## src/rtl/hyperbus_cfg_shadow_regs_if.sv

```systemverilog
`default_nettype none
// ============================================================================
// Module   : hyperbus_cfg_shadow_regs_if
// Purpose  : Register-bus request/response bundle for the HyperBus config block.
// Revision : 1.0 - initial release
// ============================================================================
interface hyperbus_cfg_shadow_regs_if;
  logic        valid;
  logic        ready;
  logic        write;
  logic [7:0]  addr;
  logic [31:0] wdata;
  logic [3:0]  wstrb;
  logic        rvalid;
  logic [31:0] rdata;
  logic        error;

  modport master (
    output valid, write, addr, wdata, wstrb,
    input  ready, rvalid, rdata, error
  );

  modport slave (
    input  valid, write, addr, wdata, wstrb,
    output ready, rvalid, rdata, error
  );
endinterface
`default_nettype wire

```

## src/rtl/hyperbus_cfg_shadow_regs.sv

```systemverilog
`default_nettype none
// ============================================================================
// Module   : hyperbus_cfg_shadow_regs
// Purpose  : HyperBus timing/address-map registers, shadow written by software,
//            copied atomically to active set when the PHY is idle.
//            Optional map validation at commit: HYPERBUS_CFG_MAP_CHECK_EN.
// Revision : 1.0 - initial release
// ============================================================================
module hyperbus_cfg_shadow_regs #(
  parameter int unsigned NR_CS       = 2,
  parameter logic [31:0] CS_SIZE     = 32'h0040_0000,
  parameter int unsigned LAT_W       = 4,
  parameter int unsigned CSMAX_W     = 16,
  parameter int unsigned DLY_W       = 4,
  parameter int unsigned RST_LAT_ACC = 6,
  parameter int unsigned RST_LAT_ADD = 6,
  parameter int unsigned RST_CSMAX   = 665,
  parameter int unsigned RST_RWR     = 6,
  parameter int unsigned RST_DLY     = 1
) (
  input  logic                      clk_i,
  input  logic                      rst_i,
  hyperbus_cfg_shadow_regs_if.slave cfg,
  input  logic                      phy_idle_i,
  output logic [LAT_W-1:0]          t_lat_acc_o,
  output logic [LAT_W-1:0]          t_lat_add_o,
  output logic [LAT_W-1:0]          t_rwr_o,
  output logic [CSMAX_W-1:0]        t_cs_max_o,
  output logic [DLY_W-1:0]          t_dly_o,
  output logic [64*NR_CS-1:0]       addr_map_o,
  output logic                      cfg_update_o,
  output logic                      commit_pending_o
);

  localparam int unsigned c_cs_w = (NR_CS > 1) ? $clog2(NR_CS) : 1;

  localparam logic [5:0] c_idx_ctrl    = 6'd0;
  localparam logic [5:0] c_idx_status  = 6'd1;
  localparam logic [5:0] c_idx_lat_acc = 6'd2;
  localparam logic [5:0] c_idx_lat_add = 6'd3;
  localparam logic [5:0] c_idx_cs_max  = 6'd4;
  localparam logic [5:0] c_idx_rwr     = 6'd5;
  localparam logic [5:0] c_idx_dly     = 6'd6;
  localparam logic [5:0] c_idx_map0    = 6'd8;
  localparam logic [5:0] c_idx_map_end = 6'(8 + 2 * NR_CS);

  localparam logic [LAT_W-1:0]   c_rst_lat_acc = LAT_W'(RST_LAT_ACC);
  localparam logic [LAT_W-1:0]   c_rst_lat_add = LAT_W'(RST_LAT_ADD);
  localparam logic [LAT_W-1:0]   c_rst_rwr     = LAT_W'(RST_RWR);
  localparam logic [CSMAX_W-1:0] c_rst_csmax   = CSMAX_W'(RST_CSMAX);
  localparam logic [DLY_W-1:0]   c_rst_dly     = DLY_W'(RST_DLY);

  typedef enum logic [1:0] {
    S_IDLE  = 2'd0,
    S_PEND  = 2'd1,
    S_APPLY = 2'd2
  } state_t;

  function automatic logic [31:0] f_cs_start(input int unsigned i);
    return CS_SIZE * 32'(i);
  endfunction

  function automatic logic [31:0] f_cs_end(input int unsigned i);
    return CS_SIZE * 32'(i + 1) - 32'd1;
  endfunction

  function automatic logic [31:0] f_merge(input logic [31:0] old_v,
                                          input logic [31:0] new_v,
                                          input logic [3:0]  strb);
    logic [31:0] res;
    for (int b = 0; b < 4; b++) begin
      res[8*b +: 8] = strb[b] ? new_v[8*b +: 8] : old_v[8*b +: 8];
    end
    return res;
  endfunction

  // Shadow (software-visible) and active (controller-visible) register sets
  logic [LAT_W-1:0]   r_sh_lat_acc, r_sh_lat_add, r_sh_rwr;
  logic [CSMAX_W-1:0] r_sh_cs_max;
  logic [DLY_W-1:0]   r_sh_dly;
  logic [31:0]        r_sh_start [NR_CS];
  logic [31:0]        r_sh_end   [NR_CS];

  logic [LAT_W-1:0]   r_act_lat_acc, r_act_lat_add, r_act_rwr;
  logic [CSMAX_W-1:0] r_act_cs_max;
  logic [DLY_W-1:0]   r_act_dly;
  logic [31:0]        r_act_start [NR_CS];
  logic [31:0]        r_act_end   [NR_CS];

  state_t             r_state, w_state_nxt;
  logic               r_rvalid, r_error;
  logic [31:0]        r_rdata;

  logic [5:0]         w_idx, w_map_off;
  logic [c_cs_w-1:0]  w_map_sel;
  logic               w_map_is_end;
  logic               w_hit_field, w_hit_map, w_mapped, w_err;
  logic               w_wr_data, w_ctrl_wr, w_commit_req, w_clr_req;
  logic [31:0]        w_cur, w_wr_word;
  logic               w_apply, w_chk_fail, w_map_ok, w_commit_err;
  logic               w_unused;

  // ---------------------------------------------------------------- decode
  assign w_idx        = cfg.addr[7:2];
  assign w_map_off    = w_idx - c_idx_map0;
  assign w_map_sel    = w_map_off[c_cs_w:1];
  assign w_map_is_end = w_map_off[0];
  assign w_hit_field  = (w_idx >= c_idx_lat_acc) && (w_idx <= c_idx_dly);
  assign w_hit_map    = (w_idx >= c_idx_map0) && (w_idx < c_idx_map_end);
  assign w_mapped     = (w_idx == c_idx_ctrl) || (w_idx == c_idx_status) ||
                        w_hit_field || w_hit_map;
  assign w_err        = !w_mapped || (cfg.write && (w_idx == c_idx_status));
  assign w_wr_data    = cfg.valid && cfg.write && (w_hit_field || w_hit_map);
  assign w_ctrl_wr    = cfg.valid && cfg.write && (w_idx == c_idx_ctrl);
  assign w_commit_req = w_ctrl_wr && cfg.wstrb[0] && cfg.wdata[0];
  assign w_clr_req    = w_ctrl_wr && cfg.wstrb[0] && cfg.wdata[1];
  assign w_unused     = ^{cfg.addr[1:0], w_map_off};

  // Current shadow value, zero-extended; doubles as the read-modify base for writes
  always_comb begin
    w_cur = '0;
    case (w_idx)
      c_idx_status:  w_cur = {30'd0, w_commit_err, commit_pending_o};
      c_idx_lat_acc: w_cur = 32'(r_sh_lat_acc);
      c_idx_lat_add: w_cur = 32'(r_sh_lat_add);
      c_idx_cs_max:  w_cur = 32'(r_sh_cs_max);
      c_idx_rwr:     w_cur = 32'(r_sh_rwr);
      c_idx_dly:     w_cur = 32'(r_sh_dly);
      default:       w_cur = '0;
    endcase
    if (w_hit_map) begin
      w_cur = w_map_is_end ? r_sh_end[w_map_sel] : r_sh_start[w_map_sel];
    end
  end

  assign w_wr_word = f_merge(w_cur, cfg.wdata, cfg.wstrb);

  // ---------------------------------------------------------------- shadow
  always_ff @(posedge clk_i or posedge rst_i) begin
    if (rst_i) begin
      r_sh_lat_acc <= c_rst_lat_acc;
      r_sh_lat_add <= c_rst_lat_add;
      r_sh_cs_max  <= c_rst_csmax;
      r_sh_rwr     <= c_rst_rwr;
      r_sh_dly     <= c_rst_dly;
      for (int i = 0; i < NR_CS; i++) begin
        r_sh_start[i] <= f_cs_start(i);
        r_sh_end[i]   <= f_cs_end(i);
      end
    end else if (w_wr_data) begin
      case (w_idx)
        c_idx_lat_acc: r_sh_lat_acc <= w_wr_word[LAT_W-1:0];
        c_idx_lat_add: r_sh_lat_add <= w_wr_word[LAT_W-1:0];
        c_idx_cs_max:  r_sh_cs_max  <= w_wr_word[CSMAX_W-1:0];
        c_idx_rwr:     r_sh_rwr     <= w_wr_word[LAT_W-1:0];
        c_idx_dly:     r_sh_dly     <= w_wr_word[DLY_W-1:0];
        default: begin
          if (w_map_is_end) begin
            r_sh_end[w_map_sel] <= w_wr_word;
          end else begin
            r_sh_start[w_map_sel] <= w_wr_word;
          end
        end
      endcase
    end
  end

  // ---------------------------------------------------------------- active
  always_ff @(posedge clk_i or posedge rst_i) begin
    if (rst_i) begin
      r_act_lat_acc <= c_rst_lat_acc;
      r_act_lat_add <= c_rst_lat_add;
      r_act_cs_max  <= c_rst_csmax;
      r_act_rwr     <= c_rst_rwr;
      r_act_dly     <= c_rst_dly;
      for (int i = 0; i < NR_CS; i++) begin
        r_act_start[i] <= f_cs_start(i);
        r_act_end[i]   <= f_cs_end(i);
      end
    end else if (w_apply) begin
      r_act_lat_acc <= r_sh_lat_acc;
      r_act_lat_add <= r_sh_lat_add;
      r_act_cs_max  <= r_sh_cs_max;
      r_act_rwr     <= r_sh_rwr;
      r_act_dly     <= r_sh_dly;
      for (int i = 0; i < NR_CS; i++) begin
        r_act_start[i] <= r_sh_start[i];
        r_act_end[i]   <= r_sh_end[i];
      end
    end
  end

  assign t_lat_acc_o = r_act_lat_acc;
  assign t_lat_add_o = r_act_lat_add;
  assign t_cs_max_o  = r_act_cs_max;
  assign t_rwr_o     = r_act_rwr;
  assign t_dly_o     = r_act_dly;

  for (genvar gi = 0; gi < NR_CS; gi++) begin : g_map
    assign addr_map_o[64*gi      +: 32] = r_act_start[gi];
    assign addr_map_o[64*gi + 32 +: 32] = r_act_end[gi];
  end

  // ---------------------------------------------------------------- map check
`ifdef HYPERBUS_CFG_MAP_CHECK_EN
  logic r_commit_err;

  always_comb begin
    w_map_ok = 1'b1;
    for (int i = 0; i < NR_CS; i++) begin
      if (r_sh_start[i] > r_sh_end[i]) begin
        w_map_ok = 1'b0;
      end
      for (int j = i + 1; j < NR_CS; j++) begin
        if (!((r_sh_end[i] < r_sh_start[j]) || (r_sh_end[j] < r_sh_start[i]))) begin
          w_map_ok = 1'b0;
        end
      end
    end
  end

  // A failing check on the same edge as CLR_ERR leaves the error set
  always_ff @(posedge clk_i or posedge rst_i) begin
    if (rst_i) begin
      r_commit_err <= 1'b0;
    end else if (w_chk_fail) begin
      r_commit_err <= 1'b1;
    end else if (w_clr_req) begin
      r_commit_err <= 1'b0;
    end
  end

  assign w_commit_err = r_commit_err;
`else
  logic w_unused_chk;

  assign w_map_ok     = 1'b1;
  assign w_commit_err = 1'b0;
  assign w_unused_chk = w_clr_req | w_chk_fail;
`endif

  // ---------------------------------------------------------------- commit FSM
  always_ff @(posedge clk_i or posedge rst_i) begin
    if (rst_i) begin
      r_state <= S_IDLE;
    end else begin
      r_state <= w_state_nxt;
    end
  end

  always_comb begin
    w_state_nxt = r_state;
    w_apply     = 1'b0;
    w_chk_fail  = 1'b0;
    case (r_state)
      S_IDLE: begin
        if (w_commit_req) begin
          w_state_nxt = S_PEND;
        end
      end
      S_PEND: begin
        if (phy_idle_i) begin
          if (w_map_ok) begin
            w_apply     = 1'b1;
            w_state_nxt = S_APPLY;
          end else begin
            w_chk_fail  = 1'b1;
            w_state_nxt = S_IDLE;
          end
        end
      end
      S_APPLY: begin
        w_state_nxt = w_commit_req ? S_PEND : S_IDLE;
      end
      default: begin
        w_state_nxt = S_IDLE;
      end
    endcase
  end

  assign commit_pending_o = (r_state == S_PEND);
  assign cfg_update_o     = (r_state == S_APPLY);

  // ---------------------------------------------------------------- response
  always_ff @(posedge clk_i or posedge rst_i) begin
    if (rst_i) begin
      r_rvalid <= 1'b0;
      r_error  <= 1'b0;
      r_rdata  <= '0;
    end else begin
      r_rvalid <= cfg.valid;
      r_error  <= cfg.valid && w_err;
      r_rdata  <= (cfg.valid && !cfg.write && !w_err) ? w_cur : '0;
    end
  end

  assign cfg.ready  = 1'b1;
  assign cfg.rvalid = r_rvalid;
  assign cfg.error  = r_error;
  assign cfg.rdata  = r_rdata;

endmodule
`default_nettype wire

```

## src/flat_wrapper.sv

```systemverilog
// flat-port wrapper written by rule: the top's interface ports become plain ports
module hyperbus_cfg_shadow_regs_flat 
#(
  parameter int unsigned NR_CS       = 2,
  parameter logic [31:0] CS_SIZE     = 32'h0040_0000,
  parameter int unsigned LAT_W       = 4,
  parameter int unsigned CSMAX_W     = 16,
  parameter int unsigned DLY_W       = 4,
  parameter int unsigned RST_LAT_ACC = 6,
  parameter int unsigned RST_LAT_ADD = 6,
  parameter int unsigned RST_CSMAX   = 665,
  parameter int unsigned RST_RWR     = 6,
  parameter int unsigned RST_DLY     = 1
)
  (clk_i, rst_i, phy_idle_i, t_lat_acc_o, t_lat_add_o, t_rwr_o, t_cs_max_o, t_dly_o, addr_map_o, cfg_update_o, commit_pending_o, cfg_valid, cfg_write, cfg_addr, cfg_wdata, cfg_wstrb, cfg_ready, cfg_rvalid, cfg_rdata, cfg_error);
  hyperbus_cfg_shadow_regs_if cfg_i ();
  input  logic clk_i;
  input  logic rst_i;
  input  logic phy_idle_i;
  output logic [LAT_W-1:0] t_lat_acc_o;
  output logic [LAT_W-1:0] t_lat_add_o;
  output logic [LAT_W-1:0] t_rwr_o;
  output logic [CSMAX_W-1:0] t_cs_max_o;
  output logic [DLY_W-1:0] t_dly_o;
  output logic [64*NR_CS-1:0] addr_map_o;
  output logic cfg_update_o;
  output logic commit_pending_o;
  input wire logic [$bits(cfg_i.valid)-1:0] cfg_valid;
  input wire logic [$bits(cfg_i.write)-1:0] cfg_write;
  input wire logic [$bits(cfg_i.addr)-1:0] cfg_addr;
  input wire logic [$bits(cfg_i.wdata)-1:0] cfg_wdata;
  input wire logic [$bits(cfg_i.wstrb)-1:0] cfg_wstrb;
  output wire logic [$bits(cfg_i.ready)-1:0] cfg_ready;
  output wire logic [$bits(cfg_i.rvalid)-1:0] cfg_rvalid;
  output wire logic [$bits(cfg_i.rdata)-1:0] cfg_rdata;
  output wire logic [$bits(cfg_i.error)-1:0] cfg_error;
  assign cfg_i.valid = cfg_valid;
  assign cfg_i.write = cfg_write;
  assign cfg_i.addr = cfg_addr;
  assign cfg_i.wdata = cfg_wdata;
  assign cfg_i.wstrb = cfg_wstrb;
  assign cfg_ready = cfg_i.ready;
  assign cfg_rvalid = cfg_i.rvalid;
  assign cfg_rdata = cfg_i.rdata;
  assign cfg_error = cfg_i.error;
  hyperbus_cfg_shadow_regs #(.NR_CS(NR_CS), .CS_SIZE(CS_SIZE), .LAT_W(LAT_W), .CSMAX_W(CSMAX_W), .DLY_W(DLY_W), .RST_LAT_ACC(RST_LAT_ACC), .RST_LAT_ADD(RST_LAT_ADD), .RST_CSMAX(RST_CSMAX), .RST_RWR(RST_RWR), .RST_DLY(RST_DLY)) u_core (.clk_i(clk_i), .rst_i(rst_i), .cfg(cfg_i), .phy_idle_i(phy_idle_i), .t_lat_acc_o(t_lat_acc_o), .t_lat_add_o(t_lat_add_o), .t_rwr_o(t_rwr_o), .t_cs_max_o(t_cs_max_o), .t_dly_o(t_dly_o), .addr_map_o(addr_map_o), .cfg_update_o(cfg_update_o), .commit_pending_o(commit_pending_o));
endmodule
```

## config.mk

```make
export PLATFORM = sky130hd
export DESIGN_NAME = hyperbus_cfg_shadow_regs_flat
export DESIGN_NICKNAME = d
export VERILOG_FILES = /design/src/rtl/hyperbus_cfg_shadow_regs_if.sv /design/src/rtl/hyperbus_cfg_shadow_regs.sv /design/src/flat_wrapper.sv
export SDC_FILE = /design/constraint.sdc
export NUM_CORES = 1
export LEC_CHECK = 0
export ABC_AREA = 1
export CORE_MARGIN = 2
export CORE_UTILIZATION = 48
export DETAILED_ROUTE_END_ITERATION = 8
export GPL_ROUTABILITY_DRIVEN = 0
export PLACE_DENSITY_LB_ADDON = 0.05
export SYNTH_ARGS = -nofsm -noshare
export SYNTH_HDL_FRONTEND = slang
export SYNTH_SLANG_ARGS = --single-unit
```

## constraint.sdc

```tcl
create_clock -name clk_i -period 12.6 [get_ports clk_i]
set_clock_uncertainty 0.2 [all_clocks]
set_input_delay 2.52 -clock clk_i [delete_from_list [all_inputs] [get_ports clk_i]]
set_output_delay 2.52 -clock clk_i [all_outputs]
set_load 0.02 [all_outputs]
```

# == After elaboration in Yosys (flattened, before gate mapping) ==
# Index checks and enable logic that the tools add are counted.
# classes
n_bitwise,3
mux,24
n_eq_ne,10
order_cmp,6
n_reduce_logical,31
n_addsub,1
# op_table
cell,n
$mux W32,10
$bwmux W64,2
$pmux W16 S6,1
$demux W32 S1,1
$mux W8,4
$eq A6 B3 Y1 const B,3
$eq A6 B2 Y1 const B,2
$logic_and A1 B1 Y1,12
$reduce_and A2 Y1,6
$eq A6 B1 Y1 const B,1
$ge A6 B2 Y1 const B,1
$ge A6 B4 Y1 const B,1
$le A6 B3 Y1 const B,1
$logic_not A6 Y1,1
$lt A6 B4 Y1 const B,1
$pmux W2 S3,1
$reduce_and A3 Y1,2
$logic_or A1 B1 Y1,5
$reduce_or A5 Y1,1
$mux W2,2
$logic_not A1 Y1,3
$mux W1,3
$eq A2 B1 Y1 const B,1
$eq A2 B2 Y1 const B,1
8 further kinds,9
# word_totals
out_inout_bits,197
word_cells,97
regBits,356

# == Depth between registers and ports, before layout ==
# depth
depth_word,9
depth_mapped,13
mapped_depth_nobuf,11

# == Worst setup path after synthesis ==
# No wires, ideal clock.
# synth_timing
kind,input to register
from,input port cfg_addr[3]
to,register u_core.r_sh_cs_max[2]
setup_time_ns,0.120
cell_stages,11
path_slack_ns,8.522
arrival_ns,3.758
required_ns,12.280
path_buffers,3
path_cell_list,buf_6 -> nor2_2 -> inv_2 -> nor2_4 -> inv_2 -> buf_2 -> nor2_4 -> inv_2 -> buf_2 -> nand2_1 -> nand2_1
# synth_via
elab_chain_len,8
word_cells_on_any_way,27
classes_between,1 x add/sub; 4 x order compare; 6 x eq/ne; 10 x mux; 1 x bitwise; 5 x reduce/logical
# synth_lines
item,line,source
start: declaration,flat_wrapper.sv:30,input wire logic [$bits(cfg_i.addr)-1:0] cfg_addr;
$sub A2 B1 Y2,hyperbus_cfg_shadow_regs.sv:105,assign w_map_off = w_idx - c_idx_map0;
$not A1 Y2 (implied by the code),hyperbus_cfg_shadow_regs.sv:132,w_cur = w_map_is_end ? r_sh_end[w_map_sel] : r_sh_start[w_map_sel];
$mux W32 (implied by the code) (3 in a row),hyperbus_cfg_shadow_regs.sv:132,
$mux W32,hyperbus_cfg_shadow_regs.sv:132,
$mux W32,hyperbus_cfg_shadow_regs.sv:131,if (w_hit_map) begin
$mux W8,hyperbus_cfg_shadow_regs.sv:72,res[8*b +: 8] = strb[b] ? new_v[8*b +: 8] : old_v[8*b +: 8];
end signal: assignment,hyperbus_cfg_shadow_regs.sv:143,r_sh_cs_max <= c_rst_csmax;
end signal: assignment,hyperbus_cfg_shadow_regs.sv:154,c_idx_cs_max: r_sh_cs_max <= w_wr_word[CSMAX_W-1:0];
end: declaration,hyperbus_cfg_shadow_regs.sv:79,logic [CSMAX_W-1:0] r_sh_cs_max;
# Parallel ways exist; a longest one is shown, timed or not. The select of a mux whose other input is x is not followed.
# A chain may end at the register's enable or synchronous reset.

# == Worst setup path in the final report ==
# layout_timing
from,input port cfg_addr[7]
to,register u_core.r_sh_start[62] (netlist bit)
# layout_via
elab_chain_len,5
word_cells_on_any_way,19
classes_between,4 x order compare; 5 x eq/ne; 3 x mux; 1 x bitwise; 6 x reduce/logical
# layout_lines
item,line,source
$ge A6 B4 Y1 (tied with other cells),hyperbus_cfg_shadow_regs.sv:109,assign w_hit_map = (w_idx >= c_idx_map0) && (w_idx < c_idx_map_end);
$logic_and A1 B1 Y1 (on tied branches),"hyperbus_cfg_shadow_regs.sv:109, hyperbus_cfg_shadow_regs.sv:108",
$mux W32 or $logic_or A1 B1 Y1 (tied branches),"hyperbus_cfg_shadow_regs.sv:131, hyperbus_cfg_shadow_regs.sv:113",
$mux W8 or $logic_and A1 B1 Y1 (tied branches),"hyperbus_cfg_shadow_regs.sv:72, hyperbus_cfg_shadow_regs.sv:113",
$bwmux W64 or $reduce_and A3 Y1 (tied branches),--,
end signal: indexed assignment,hyperbus_cfg_shadow_regs.sv:147,r_sh_start[i] <= f_cs_start(i);
end signal: indexed assignment,hyperbus_cfg_shadow_regs.sv:161,r_sh_start[w_map_sel] <= w_wr_word;
end: declaration,hyperbus_cfg_shadow_regs.sv:81,logic [31:0] r_sh_start [NR_CS];
# Parallel ways exist; a longest one is shown, timed or not.

==> out/results.tsv <==
stage	metric	value	unit
run_status	outcome	finished clean	
setup_path	start_kind	input port	
flow_run	drv_cap	0	
route	drtAntennaViolNets	0	
power	cellPowerDensity	143	nW/µm²
route	drtIter0Drc	1134	
floorplan	fp.dieW	180	µm
floorplan	start_util	48.8	%
setup_path	worst-path-max-fanout	43	
route	vias_per_cell	5.23	
synth	synth_xor_xnor_area_share	0	%
clock_network	ctsHoldBuffers	0	
synth	ys_types	33	
synth	synth-adder-area-share	0	%
clock_network	cts_resized	0	
synth	synthArstFlopShare	100	%
clock_network	cts_tree	yes	
setup_path	critPathKind	input port to flip-flop	
power	ir_drop	0.0964	mV
route	drtPass1Iterations	5	
floorplan	die_y	180	µm
global_routing	antenna_found_initial	3	
timing	timing.fmax	173	MHz
setup_path	timing.rr.start	u_core.r_state[0]	
floorplan	coreArea	30600	µm²
power	leakage	9.05	nW
setup_path	critical-path-top-delay-family	buffers and inverters	
setup_path	crit_path_max_incr_delay	1010	ps
clock_network	post-cts-setup-buffers	0	
clock_network	htreeDepth	2	
min_path	holdPathStages	2	
synth	syn-cell-area	14900	µm²
setup_path	worstPathArrival	5960	ps
route	vias	12406	
synth	synthSimpleGateAreaFrac	24.7	%
global_routing	grt_max_degree	166	
setup_path	ff2ff_setup_slack	9760	ps
setup_path	end_kind	flip-flop	
synth	synth_nets	1790	
floorplan	num_rows	64	
setup_path	crit_chain	clkdlybuf4s50_1 -> nor2_4 -> nand3_2 -> inv_1 -> nand3_4 -> nor2_4 -> buf_4 -> o21ai_0	
clock_network	clk_path_buf_depth	3	
cells_and_area	area_growth	26.7	%
synth	synth_top_family_by_area	simple AND/OR/NAND/NOR gates	
synth	avgSynthCellArea	8.58	µm²
timing	fin_tns_setup	0	ps
clock_network	cts_buffers	39	
synth	synth_mux_area_share	0	%
floorplan	die_area	32500	µm²
placed_design	dp_cells	2301	
timing	period_share	45.9	%
clock_network	path_clk_slew	60	ps
min_path	hp-start	u_core.addr_map_o[113]	
cells_and_area	final_area	18900	µm²
synth	ys_warn_count	0	
placed_design	place_area	17600	µm²
synth	synth_compound_area_share	8.81	%
clock_network	cts_sinks	356	
cells_and_area	finalNonFillerCells	2373	
clock_network	cts-root-buf	clkbuf_16	
setup_path	required	12780	ps
route	wirelength	44500	µm
synth	synth-seq-area-share	60.6	%
route	wl_per_cell	18.8	µm
cells_and_area	drive_above_1_share	11.6	%
cells_and_area	fin_nets	1995	
global_routing	grt.total_usage	27.5	%
setup_path	worst_path_most_repeated_cell	nor2_4	
setup_path	cp_num_buf_inv	3	
timing	finalCriticalPeriod	5780	ps
power	finalPower	2.71	mW
timing	rsz0062_at_grt	no	
timing	drv_slew	0	
placed_design	hpwl	28700	µm
synth	synth_edf_count	0	
floorplan	boundaryPins	246	
timing	relSlewSlack	28.4	%
synth	netlist_instances	1741	
route	drc	0	
cells_and_area	fillCellCount	2641	
min_path	min_path_type	flip-flop to flip-flop	
global_routing	grt-ovfl-total	0	
global_routing	grt_pass1_vias	12435	
placed_design	port-buffer-count	242	
timing	setup_viol	0	
timing	worst_pin_slew	1070	ps
timing	final_hold_viol_count	0	
clock_network	clk_latency	520	ps
min_path	whs_endpoint	u_core.addr_map_o[113]	
setup_path	timing.critical_path.slowest_stage_cell	inv_1	
setup_path	reg2reg_depth	5	
synth	yosys_most_used_dff	dfrtp_1	
global_routing	grt_pass1_wl	70700	µm
setup_path	r2r_end	u_core.addr_map_o[68]	
synth	synth-seq-cells	356	
## state kept, by name, summed over array words and instances (netlist names)
signal               cells
u_core.cfg.error         1
u_core.r_sh_end         64
u_core.t_lat_add_o       4
u_core.r_sh_lat_add      4
u_core.r_sh_start       64
u_core.r_sh_lat_acc      4
u_core.addr_map_o      128
u_core.r_sh_cs_max      16
u_core.r_sh_dly          4
u_core.t_dly_o           4
u_core.r_state           2
u_core.t_lat_acc_o       4
u_core.t_cs_max_o       16
u_core.t_rwr_o           4
u_core.cfg.rdata        32
u_core.cfg.rvalid        1
u_core.r_sh_rwr          4
## worst max-delay path by stage
stage,from,end,slack [ps],depth (start not counted)
after floorplan,rst_i,u_core.addr_map_o[0],200,1
after global placement,cfg_addr[7],u_core.r_sh_end[62],6390,8
after detailed placement,cfg_addr[7],u_core.r_sh_end[56],6350,8
after CTS,cfg_addr[7],u_core.r_sh_end[56],6900,8
after global routing,cfg_addr[7],u_core.r_sh_start[63],6640,8
final,cfg_addr[7],u_core.r_sh_start[62],6820,8
## report_power, final
part / internal, mW / switching, mW
sequential: 1.22 / 0.0373
clock: 0.727 / 0.455
combinational: 0.104 / 0.166
total: 2.06 / 0.658
## cell type report
type	count	area, µm²	share of cell area, %
Clock inverter	9	120	0.635
Sequential cell	356	9050	47.9
Timing Repair Buffer	253	2520	13.3
Antenna cell	1	2.50	0.0132
Multi-Input combinational cell	1169	5010	26.5
Clock buffer	62	1220	6.48
Inverter	127	489	2.59
Tap cell	396	495	2.62
## worst register-to-register path: cells and delay by family, from the launching register on
| family | cells | cell delay, ps |
|---|---|---|
| AND/OR/NAND/NOR | 2 | 360 |
| AO/OA/AOI/OAI | 1 | 200 |
| flip-flops | 1 | 400 |
| buffers and inverters | 2 | 1530 |
## cells in the final DEF (no fill, tap or decap), types with 3 or more instances in the layout
cell / netlist / final
clkbuf_8: 0 / 12
inv_1: 116 / 114
nor2_1: 50 / 49
o21ai_2: 8 / 8
inv_2: 10 / 10
nand2_2: 3 / 3
clkinv_2: 0 / 6
nand2_1: 789 / 789
dfrtp_1: 240 / 240
o21ai_0: 144 / 144
buf_4: 2 / 10
clkbuf_16: 0 / 41
o22ai_1: 31 / 31
dfstp_2: 116 / 116
a21oi_1: 15 / 15
a22oi_1: 7 / 7
nand3_1: 49 / 49
clkdlybuf4s50_1: 0 / 242
clkbuf_1: 39 / 9
nand4_1: 6 / 6
or2_2: 3 / 3
bufinv_16: 0 / 3
o21ai_1: 36 / 36
nor2_2: 3 / 3
nand3b_1: 10 / 10
nor2_4: 7 / 8
## cell families after synthesis
group,after synthesis
AOI/OAI and AO/OA,244
DFF,356
and+or+nand+nor,924
other,1
buffers and inverters,216
## synth_stat cells, types with 2 or more instances
cell	number	area, µm²
o21ai_2	8	70.1
buf_1	10	37.5
a21oi_1	15	75.1
nand3b_1	10	75.1
o21ai_1	36	180
a22oi_1	7	52.6
inv_1	116	435
nor2_4	7	78.8
inv_2	10	37.5
o21ai_0	144	721
buf_4	2	15.0
nor2_1	50	188
nand4_1	6	37.5
nor2_2	3	18.8
nand3_1	49	245
nand2_1	789	2960
buf_2	37	185
clkbuf_1	39	146
dfstp_2	116	3050
or2_2	3	18.8
nand2_2	3	18.8
o22ai_1	31	194
dfrtp_1	240	6010
## layer usage
metal  up-vias  GRT usage, %  wire [µm]
met5         -             0         22
met4         4          10.1       1640
met3        97          4.79       2840
met2       440          46.0      21500
met1      5999          36.2      18500
li1       5866             -          -
## metrics by stage
step | setup slack, ps | utilization, % | hold WS [ps]
CTS | 6900 | 61.8 | 260
global placement | 6390 | 57.4 | 253
global route | 6640 | 61.8 | 277
floorplan | 195 | - | 247
finish | 6820 | 61.8 | 257
detailed placement | 6350 | 57.4 | 252
(Power assumes the default switching activity.)
